File: src/rtl/keypad_entry_ctrl.sv
// Keypad front end: debounce, encode, one load strobe per press, seconds tick.
// Build option: define KEYPAD_PRIORITY_EN to take the highest key of a multi-key press.
module keypad_entry_ctrl #(
    parameter int KEYS     = 10,
    parameter int CODE_W   = 4,
    parameter int DEBOUNCE = 2,
    parameter int CLK_DIV  = 100
) (
    input  logic              clock,
    input  logic              resetn,
    input  logic [KEYS-1:0]   keypad,
    input  logic              en,
    output logic [CODE_W-1:0] code,
    output logic              loadn,
    output logic              pgt_tick,
    output logic              multi_err
);

    localparam int CNT_W = $clog2(DEBOUNCE + 1);
    localparam int DIV_W = $clog2(CLK_DIV);

    typedef enum logic [2:0] {
        S_IDLE,
        S_DEB,
        S_LOAD,
        S_HOLD,
        S_ERR
    } state_t;

    state_t            r_state, w_state;
    logic [KEYS-1:0]   r_kp_q;
    logic [KEYS-1:0]   r_pat, w_pat;
    logic [CNT_W-1:0]  r_cnt, w_cnt;
    logic [CODE_W-1:0] r_code, w_code;
    logic              r_loadn, w_loadn;
    logic              r_err, w_err;
    logic [DIV_W-1:0]  r_div, w_div;
    logic              r_tick, w_tick;
    logic [CODE_W-1:0] w_idx;
    logic              w_accept;
    logic              w_multi;

`ifdef KEYPAD_PRIORITY_EN
    assign w_accept = |r_kp_q;
    assign w_multi  = 1'b0;
`else
    logic w_onehot;
    assign w_onehot = (r_kp_q != '0) &&
                      ((r_kp_q & (r_kp_q - KEYS'(1))) == '0);
    assign w_accept = w_onehot;
    assign w_multi  = (r_kp_q != '0) && !w_onehot;
`endif

    // Ascending scan: the highest set bit wins for multi-bit patterns
    always_comb begin
        w_idx = '0;
        for (int i = 0; i < KEYS; i++) begin
            if (r_pat[i]) w_idx = CODE_W'(i);
        end
    end

    always_comb begin
        w_state = r_state;
        w_pat   = r_pat;
        w_cnt   = r_cnt;
        w_code  = r_code;
        w_loadn = 1'b1;
        w_err   = r_err;
        unique case (r_state)
            S_IDLE: begin
                if (en && w_accept) begin
                    w_pat   = r_kp_q;
                    w_cnt   = CNT_W'(1);
                    w_state = S_DEB;
                end else if (en && w_multi) begin
                    w_err   = 1'b1;
                    w_state = S_ERR;
                end
            end
            S_DEB: begin
                if (!en || (r_kp_q != r_pat)) begin
                    w_state = S_IDLE;
                end else if (r_cnt == CNT_W'(DEBOUNCE)) begin
                    w_loadn = 1'b0;
                    w_code  = w_idx;
                    w_state = S_LOAD;
                end else begin
                    w_cnt = r_cnt + CNT_W'(1);
                end
            end
            S_LOAD: w_state = S_HOLD;
            S_HOLD: begin
                if (r_kp_q == '0) w_state = S_IDLE;
            end
            S_ERR: begin
                if (r_kp_q == '0) begin
                    w_err   = 1'b0;
                    w_state = S_IDLE;
                end
            end
            default: w_state = S_IDLE;
        endcase
    end

    // Tick is registered alongside the counter so it is high while div == CLK_DIV-1
    assign w_div  = (r_div == DIV_W'(CLK_DIV - 1)) ? '0 : r_div + DIV_W'(1);
    assign w_tick = (w_div == DIV_W'(CLK_DIV - 1));

    always_ff @(posedge clock) begin
        r_kp_q <= keypad;
        if (!resetn) begin
            r_state <= S_IDLE;
            r_pat   <= '0;
            r_cnt   <= '0;
            r_code  <= '0;
            r_loadn <= 1'b1;
            r_err   <= 1'b0;
            r_div   <= '0;
            r_tick  <= 1'b0;
        end else begin
            r_state <= w_state;
            r_pat   <= w_pat;
            r_cnt   <= w_cnt;
            r_code  <= w_code;
            r_loadn <= w_loadn;
            r_err   <= w_err;
            r_div   <= w_div;
            r_tick  <= w_tick;
        end
    end

    assign code      = r_code;
    assign loadn     = r_loadn;
    assign pgt_tick  = r_tick;
    assign multi_err = r_err;

endmodule

File: config.mk
export PLATFORM = sky130hd
export DESIGN_NAME = keypad_entry_ctrl
export DESIGN_NICKNAME = d
export VERILOG_FILES = /design/src/rtl/keypad_entry_ctrl.sv
export SDC_FILE = /design/constraint.sdc
export NUM_CORES = 1
export LEC_CHECK = 0
export CAP_MARGIN = 20
export CORE_MARGIN = 10
export CORE_UTILIZATION = 51
export CTS_BUF_LIST = sky130_fd_sc_hd__clkbuf_8
export DETAILED_ROUTE_END_ITERATION = 16
export GPL_ROUTABILITY_DRIVEN = 0
export PLACE_DENSITY = 0.81
export SKIP_LAST_GASP = 1
export SLEW_MARGIN = 40
export SYNTH_ARGS = -nofsm -noshare
export SYNTH_HDL_FRONTEND = slang
export SYNTH_SLANG_ARGS = --single-unit
File: constraint.sdc
create_clock -name clock -period 2.7 [get_ports clock]
set_input_delay 0.405 -clock clock [delete_from_list [all_inputs] [get_ports clock]]
set_output_delay 0.405 -clock clock [all_outputs]
set_load 0.05 [all_outputs]
== Word level (Yosys, flattened, before mapping) ==
Index checks and enable logic that the tools add are counted.

* Register bits: 39
* Input port bits: 13
* Output and inout bits: 7
* Logic and storage cells: 78

* Add/sub/neg operators: 3
* Equality and inequality tests: 17
* Mux-type cells: 25
* Bitwise logic cells: 4
* Reductions and logical operators: 20

{| class="wikitable"
|+ Operators by type and width
! kind !! number
|-
| $mux 4 || 8
|-
| $logic_not 10->1 || 2
|-
| $mux 3 || 5
|-
| $eq 7x7->1 const B || 2
|-
| $ne 2x2->1 const B || 6
|-
| $pmux 3 s4 || 1
|-
| $and 10x10->10 || 1
|-
| $ne 10x10->1 || 1
|-
| $reduce_bool 10->1 || 1
|-
| $sub 10x1->10 const B || 1
|-
| $reduce_and 4->1 || 2
|-
| $add 7x1->7 const B || 1
|-
| $mux 7 || 1
|-
| $eq 3x2->1 const B || 2
|-
| $mux 2 || 3
|-
| $ne 3x3->1 const B || 2
|-
| $reduce_and 3->1 || 2
|-
| $mux 1 || 5
|-
| $logic_and 1x1->1 || 4
|-
| $pmux 2 s2 || 1
|-
| $reduce_bool 2->1 || 2
|-
| $eq 3x1->1 const B || 1
|-
| $eq 3x3->1 const B || 1
|-
| $logic_not 3->1 || 1
|-
| 10 further kinds || 13
|}

== Logic depth before layout (Yosys ltp) ==
Gate-level depths: netlist of run 1.

* Word-level depth: 10
* Depth in mapped cells: 7
* Gate-level depth less buffers: 7

== Worst setup path after synthesis of run 1 ==
No wires, ideal clock.

* Path type: register to register
* Start: register r_state[0]
* End: register r_pat[2]
* Setup time: 0.128 ns
* Data arrival time: 1.693 ns
* Data required time: 2.572 ns
* Slack: 0.880 ns
* Stages on the path, launching flop included: 8
* Buffers on the path: 2
* Clock period less this slack: 1.820 ns
* Path through: dfxtp_1 -> buf_6 -> or3_4 -> a311o_1 -> a211oi_2 -> buf_6 -> mux2i_1 -> nor2_1

* Longest elaborated chain between the ends: 2

{| class="wikitable"
|+ RTL lines
! element !! line !! RTL
|-
| from (decl) || 30 || <nowiki>state_t r_state, w_state;</nowiki>
|-
| from (signal assigned) || 121 || <nowiki>r_state <= w_state;</nowiki>
|-
| $logic_not 3->1 || 69 || <nowiki>unique case (r_state)</nowiki>
|-
| $reduce_and 2->1 (no source line) || -- ||
|-
| to (signal assigned) || 122 || <nowiki>r_pat <= w_pat;</nowiki>
|-
| to (decl) || 32 || <nowiki>logic [KEYS-1:0] r_pat, w_pat;</nowiki>
|}

Every way passes these cells.
A chain may end at the register's enable or synchronous reset.

== Worst setup path after layout of run 1 ==
* Start: register r_kp_q[0]
* End: register r_cnt[1]

* Longest elaborated chain between the ends: 7
* Elaborated cells between the ends (all ways): 11

{| class="wikitable"
|+ RTL lines
! element !! line !! RTL
|-
| from (decl) || 31 || <nowiki>logic [KEYS-1:0] r_kp_q;</nowiki>
|-
| from (signal assigned) || 110 || <nowiki>r_kp_q <= keypad;</nowiki>
|-
| $sub 10x1->10 || 49 || <nowiki>((r_kp_q & (r_kp_q - KEYS'(1))) == '0);</nowiki>
|-
| $and 10x10->10 || 49 ||
|-
| $logic_not 10->1 || 49 ||
|-
| $logic_and 1x1->1 || 48 || <nowiki>assign w_onehot = (r_kp_q != '0) &&</nowiki>
|-
| $logic_and 1x1->1 || 71 || <nowiki>if (en && w_accept) begin</nowiki>
|-
| $ne 2x2->1 (no source line) || -- ||
|-
| $reduce_and 4->1 (no source line) * || -- ||
|-
| to (signal assigned) || 123 || <nowiki>r_cnt <= w_cnt;</nowiki>
|-
| to (decl) || 33 || <nowiki>logic [CNT_W-1:0] r_cnt, w_cnt;</nowiki>
|}

Every way passes the cells marked *; elsewhere a longest branch is shown, timed or not.

==> flow_metrics.env, run 1 <==
export IMPL_worstSetupPathType="reg2reg"
export IMPL_synth_top_family_by_area="simple AND/OR/NAND/NOR gates"
export IMPL_crit_cells=5
export IMPL_antenna_found_initial=0
export IMPL_worst_pin_slew_ps=572
export IMPL_timing_final_crit_share_pct=77.5
export IMPL_sw_frac_of_total_pct=25.4
export IMPL_hp_start="r_cnt[1]$_SDFFE_PN0P_"
export IMPL_yosysMostFrequentCell="dfxtp_1"
export IMPL_grt_pass1_vias=1259
export IMPL_syn_inst=193
export IMPL_worstPathArrival_ps=2310
export IMPL_cp_num_buf_inv=0
export IMPL_post_route_cell_area_um2=2060
export IMPL_setup_viol=0
export IMPL_vias_per_cell=5.45
export IMPL_avgSynthCellArea_um2=9.13
export IMPL_wirelength_um=3350
export IMPL_reg2regPathDepth=5
export IMPL_fin_util_pct=61.8
export IMPL_slowest_delay_ps=550
export IMPL_vias=1405
export IMPL_core_area_um2=3340
export IMPL_power_frac_seq_pct=53.3
export IMPL_use_met3_pct=3.60
export IMPL_grt_use_total_pct=11.3
export IMPL_postCtsHoldBufs=0
export IMPL_irDropWorstVdd_v=0.000369
export IMPL_drtPass1Iterations=4
export IMPL_min_path_type="reg2reg"
export IMPL_io_buffers=19
export IMPL_yosysSeqAreaShare_pct=44.3
export IMPL_synth_compound_area_share_pct=15.4
export IMPL_power_net_switching_mw=0.301
export IMPL_finalSetupTns_ps=0
export IMPL_synthesis_nets=209
export IMPL_end_kind="flip-flop"
export IMPL_crit_chain="nor4_1 -> o21ai_0 -> a21oi_1 -> a2bb2oi_1 -> mux2i_1"
export IMPL_synthArstFlopShare_pct=0
export IMPL_synth_top_area_share_pct=44.3
export IMPL_wl_per_cell_um=13.0
export IMPL_yosysWarningCount=0
export IMPL_critical_path_top_delay_family="compound AO/OA/AOI/OAI gates"
export IMPL_synth_simple_area_share_pct=19.1
export IMPL_intPower_mw=0.886
export IMPL_htree_levels=2
export IMPL_hold_viol=0
export IMPL_clk_pin_slew_ps=80
export IMPL_synthTopCellsByCount="dfxtp_1, nor2_1, nand3_1, mux2i_1, xnor2_1"
export IMPL_grt_ovfl_total=0
export IMPL_cts_tree="yes"
export IMPL_post_cts_setup_buffers=0
export IMPL_cts_repair_resize_count=0
export IMPL_start_util_pct=52.8
export IMPL_hold_path_cell_count=2
export IMPL_slew_violations=0
export IMPL_grt_busiest_layer="met2"
export IMPL_final_fill_count=308
export IMPL_antenna_cells=0
export IMPL_reg2reg_from="r_kp_q[0]$_DFF_P_"
export IMPL_drive_above_1_share_pct=8.02
export IMPL_dr_first_iter_drc_count=183
export IMPL_clockRootBuffer="clkbuf_8"
export IMPL_cp_max_fo=5
export IMPL_io_pins=20
export IMPL_die_width_um=78.8
export IMPL_area_growth_pct=17.1
export IMPL_period_needed_ps=2090
export IMPL_rows=21
export IMPL_p_comb_share_pct=14.1
export IMPL_placed_cell_area_um2=1980
export IMPL_leakage_nw=0.695
export IMPL_startpoint_type="flip-flop"
export IMPL_ys_seq_elements=39
export IMPL_slowest_stage="nor4_1"
export IMPL_grt_start_max_net_pins=17
export IMPL_grt_pass1_wl_um=5840
export IMPL_synth_mux_area_share_pct=6.82
export IMPL_post_synth_xor_area_fraction_pct=6.96
export IMPL_max_slew_margin_pct=61.5
export IMPL_synth_fa_ha_area_share_pct=2.70
export IMPL_nNetsFinal=228
export IMPL_synthDistinctLibCells=46
export IMPL_max_cap_violations=0
export IMPL_die_h_um=78.8
export IMPL_clk_latency_ps=290
export IMPL_synth_area_leader_cell="dfxtp_1"
export IMPL_status="finished, final reports clean"
export IMPL_finClkSkew_ps=9.24
export IMPL_grtUsageMet1_pct=14.8
export IMPL_power_density_nw_per_um2=575
export IMPL_rsz0062_at_grt="false"
export IMPL_synth_area_leaders="dfxtp_1, mux2i_1, xnor2_1, nor2_1, nand3_1"
export IMPL_hpwlAfterDp_um=2540
export IMPL_cts_buffers=5
export IMPL_dieArea_um2=6210
export IMPL_synth_flop_cell="dfxtp_1"
export IMPL_clk_path_buf_depth=2
export IMPL_pwr_share_clk_pct=32.6
export IMPL_whs_ps=466
export IMPL_synth_edf_count=0
export IMPL_syn_area_um2=1760
export IMPL_timing_fmax_ghz=0.478
export IMPL_cp_startpoint="r_kp_q[0]$_DFF_P_"
export IMPL_ant_nets=0
export IMPL_cp_required_ps=2920
export IMPL_drc=0
export IMPL_use_met2_pct=17.3
export IMPL_numClockSinks=39
-- per-layer routing --
layer / wire length [um] / vias up
met5: 0 / -
met4: 24 / 0
met3: 200 / 5
met2: 1500 / 40
met1: 1630 / 637
li1: - / 723
-- tightest hold or removal path, cell delays in order, from the launching register on --
cell	delay, ps
dfxtp_1	310
nand2_1	50
mux2i_1	50
-- power by group through the flow --
stage / sequential, mW / clock [mW] / combinational [mW]
floorplan: 0.653 / 0 / 0.107
global route: 0.637 / 0.419 / 0.185
finish: 0.632 / 0.387 / 0.168
detailed placement: 0.645 / 0 / 0.166
global placement: 0.644 / 0 / 0.165
CTS: 0.631 / 0.394 / 0.168
-- area by class of cell --
type / count / area [um^2] / share of cell area (%)
clock buffer: 6 / 82.6 / 4.00
clock inverter: 1 / 5.00 / 0.243
inverter: 9 / 33.8 / 1.64
multi-input combinational: 136 / 898 / 43.5
sequential: 39 / 781 / 37.8
tap: 46 / 57.6 / 2.79
timing repair buffer: 21 / 205 / 9.95
-- per-stage QoR --
stage	power, mW	setup WS, ps	cells
floorplan	0.760	880	193
global placement	0.809	589	251
detailed placement	0.810	533	251
CTS	1.19	657	258
global route	1.24	435	258
finish	1.19	607	258
-- layout by cell type (no fill, tap or decap), types with 2 or more instances in the layout --
cell | Yosys | final
dfxtp_1 | 39 | 39
nor2_1 | 24 | 24
clkdlybuf4s50_1 | 0 | 19
nand3_1 | 14 | 14
xnor2_1 | 12 | 12
mux2i_1 | 12 | 12
inv_1 | 9 | 9
nand2_1 | 9 | 9
o21ai_0 | 9 | 9
a21oi_1 | 9 | 9
clkbuf_8 | 0 | 6
nor4_1 | 5 | 5
nand4_1 | 3 | 3
ha_1 | 3 | 3
o21bai_1 | 2 | 2
o21a_1 | 2 | 2
nor3_1 | 2 | 2
a211o_1 | 2 | 2
xor2_1 | 2 | 2
buf_4 | 0 | 2
-- final timing paths --
kind / end / slack [ps]
setup / recovery: r_cnt[1]$_SDFFE_PN0P_ / 610
hold / removal: r_cnt[1]$_SDFFE_PN0P_ / 470
setup reg to reg: r_cnt[1]$_SDFFE_PN0P_ / 610
hold reg to reg: r_cnt[1]$_SDFFE_PN0P_ / 470
-- kinds of logic after synthesis --
logic type                 Yosys count
DFF                                 39
adders and majority gates            4
AOI/OAI and AO/OA                   39
and+or+nand+nor                     67
xor gates and xnor gates            14
buffers and inverters               18
muxes                               12
-- state kept, by name, summed over array words and instances, names as in the netlist --
signal / count
r_kp_q: 10
multi_err: 1
code: 4
r_cnt: 2
pgt_tick: 1
r_state: 3
r_div: 7
loadn: 1
r_pat: 10
Power figures use the tool's default switching activity.
==> inputs of run 2 (changes only) <==
Clock period 2.7 ns to 2.12 ns, I/O delays scaled along.
==> run 2 against run 1 <==
  * Critical path depth increased by 1
  * Non-clock buffer count up 6
  * First-iteration DRC count fell by 52%
  * Global-route usage up 0.77 points
  * Critical path type unchanged
  * Highest routed layer unchanged
==> flow_metrics.env, run 2 (synthesis results as in run 1) <==
export IMPL_status="finished, final reports clean"
export IMPL_grt_pass1_vias=1306
export IMPL_slew_violations=0
export IMPL_power_mw=1.50
export IMPL_max_slew_margin_pct=59.5
export IMPL_fin_util_pct=63.5
export IMPL_clk_path_buf_depth=2
export IMPL_reg2reg_from="r_state[2]$_SDFFE_PN0P_"
export IMPL_final_common_cell="dfxtp_1"
export IMPL_cp_num_buf_inv=1
export IMPL_dpl_cell_count=257
export IMPL_crit_chain="or3_4 -> a311o_1 -> a211oi_2 -> buf_4 -> mux2i_1 -> nor2_1"
export IMPL_io_pins=20
export IMPL_post_cts_setup_buffers=0
export IMPL_worstPathArrival_ps=2170
export IMPL_cp_required_ps=2300
export IMPL_nNetsFinal=234
export IMPL_crit_cells=6
export IMPL_hp_start="r_cnt[1]$_SDFFE_PN0P_"
export IMPL_antenna_found_initial=0
export IMPL_layout_common_cells="dfxtp_1, nor2_1, clkdlybuf4s50_1"
export IMPL_period_needed_ps=1980
export IMPL_grt_ovfl_total=0
export IMPL_grt_use_total_pct=12.1
export IMPL_wl_per_cell_um=13.2
export IMPL_antenna_cells=0
export IMPL_ant_nets=0
export IMPL_final_fill_count=309
export IMPL_whs_ps=466
export IMPL_end_kind="flip-flop"
export IMPL_die_h_um=78.8
export IMPL_hold_path_cell_count=2
export IMPL_io_buffers=19
export IMPL_cp_max_fo=7
export IMPL_finClkSkew_ps=10.1
export IMPL_top_regs="r_kp_q: 10 flops, r_pat: 10 flops, r_div: 7 flops"
export IMPL_vias_per_cell=5.40
export IMPL_cts_repair_resize_count=0
export IMPL_finalSetupTns_ps=0
export IMPL_drc=0
export IMPL_drtPass1Iterations=4
export IMPL_cts_tree="yes"
export IMPL_hpwlAfterDp_um=2690
export IMPL_min_path_type="reg2reg"
export IMPL_hold_viol=0
export IMPL_postCtsHoldBufs=0
export IMPL_startpoint_type="flip-flop"
export IMPL_dr_first_iter_drc_count=88
export IMPL_hold_end="r_cnt[1]$_SDFFE_PN0P_"
export IMPL_final_cells=265
export IMPL_worstSetupPathType="reg2reg"
export IMPL_reg2reg_slack_ps=140
export IMPL_numClockSinks=39
export IMPL_reg2regPathDepth=6
export IMPL_htree_levels=2
export IMPL_timing_fmax_ghz=0.504
export IMPL_clockRootBuffer="clkbuf_8"
export IMPL_slowest_stage="or3_4"
export IMPL_rows=21
export IMPL_wirelength_um=3510
export IMPL_cts_buffers=5
export IMPL_drive_above_1_share_pct=11.4
export IMPL_area_growth_pct=20.2
export IMPL_start_util_pct=52.8
export IMPL_vias=1432
export IMPL_rr_endpoint="r_pat[3]$_SDFFE_PN0P_"
export IMPL_grt_pass1_wl_um=6100
export IMPL_timing_final_crit_share_pct=93.6
export IMPL_power_density_nw_per_um2=706
export IMPL_slowest_delay_ps=440
export IMPL_die_width_um=78.8
export IMPL_clk_pin_slew_ps=70
export IMPL_setup_viol=0
export IMPL_core_area_um2=3340
export IMPL_dieArea_um2=6210
export IMPL_worst_pin_slew_ps=599
export IMPL_critical_path_top_delay_family="compound AO/OA/AOI/OAI gates"
export IMPL_max_cap_violations=0
export IMPL_clk_latency_ps=290
export IMPL_irDropWorstVdd_v=0.000552
export IMPL_leakage_nw=0.726
export IMPL_rsz0062_at_grt="false"
export IMPL_grt_start_max_net_pins=15
## run 2: area by class of cell
cell class	instances	area, um^2	share of cell area [%]
repair buffers	27	250	11.8
flip-flops and latches	39	781	36.9
clock inverters	3	16.3	0.768
well taps	46	57.6	2.72
multi-input cells	136	911	43.0
inverters	9	33.8	1.59
clock buffers	5	68.8	3.25
## run 2: worst reg2reg max path: cells and delay by family (launching register included)
family	cells	cell delay (ps)
buf+inv	1	220
simple gates	2	500
flops	1	360
mux	1	220
compound gates	2	570
## run 2: layer usage
metal | vias to the layer above | GRT usage [%] | part of all wire (%)
met5 | - | 0 | 0
met4 | 0 | 4.84 | 0.91
met3 | 3 | 4.73 | 5.7
met2 | 40 | 18.1 | 46
met1 | 651 | 15.2 | 47
li1 | 738 | - | -
## run 2: stage by stage
step | cell area, um^2 | setup slack, ps
after global placement | 2020 | 106
after CTS | 2110 | 120
after global routing | 2120 | 39.6
after detailed placement | 2020 | 43.1
final | 2120 | 135
after floorplan | 1760 | 300
## run 2: worst max path at each step
stage                                   end                    start  slack [ps]
detailed placement    r_cnt[1]$_SDFFE_PN0P_                       en          40
floorplan             r_pat[2]$_SDFFE_PN0P_  r_state[0]$_SDFFE_PN0P_         300
finish                r_pat[3]$_SDFFE_PN0P_  r_state[2]$_SDFFE_PN0P_         140
CTS                   r_pat[3]$_SDFFE_PN0P_        r_kp_q[0]$_DFF_P_         120
global route          r_pat[3]$_SDFFE_PN0P_  r_state[2]$_SDFFE_PN0P_          40
global placement    r_state[2]$_SDFFE_PN0P_                       en         110
## run 2: power by group
part           leakage [nW]  internal (mW)  total [mW]  switching [mW]
clock network        0.0453          0.225       0.471           0.246
logic                 0.361          0.111       0.219           0.109
registers             0.319          0.765       0.805          0.0401
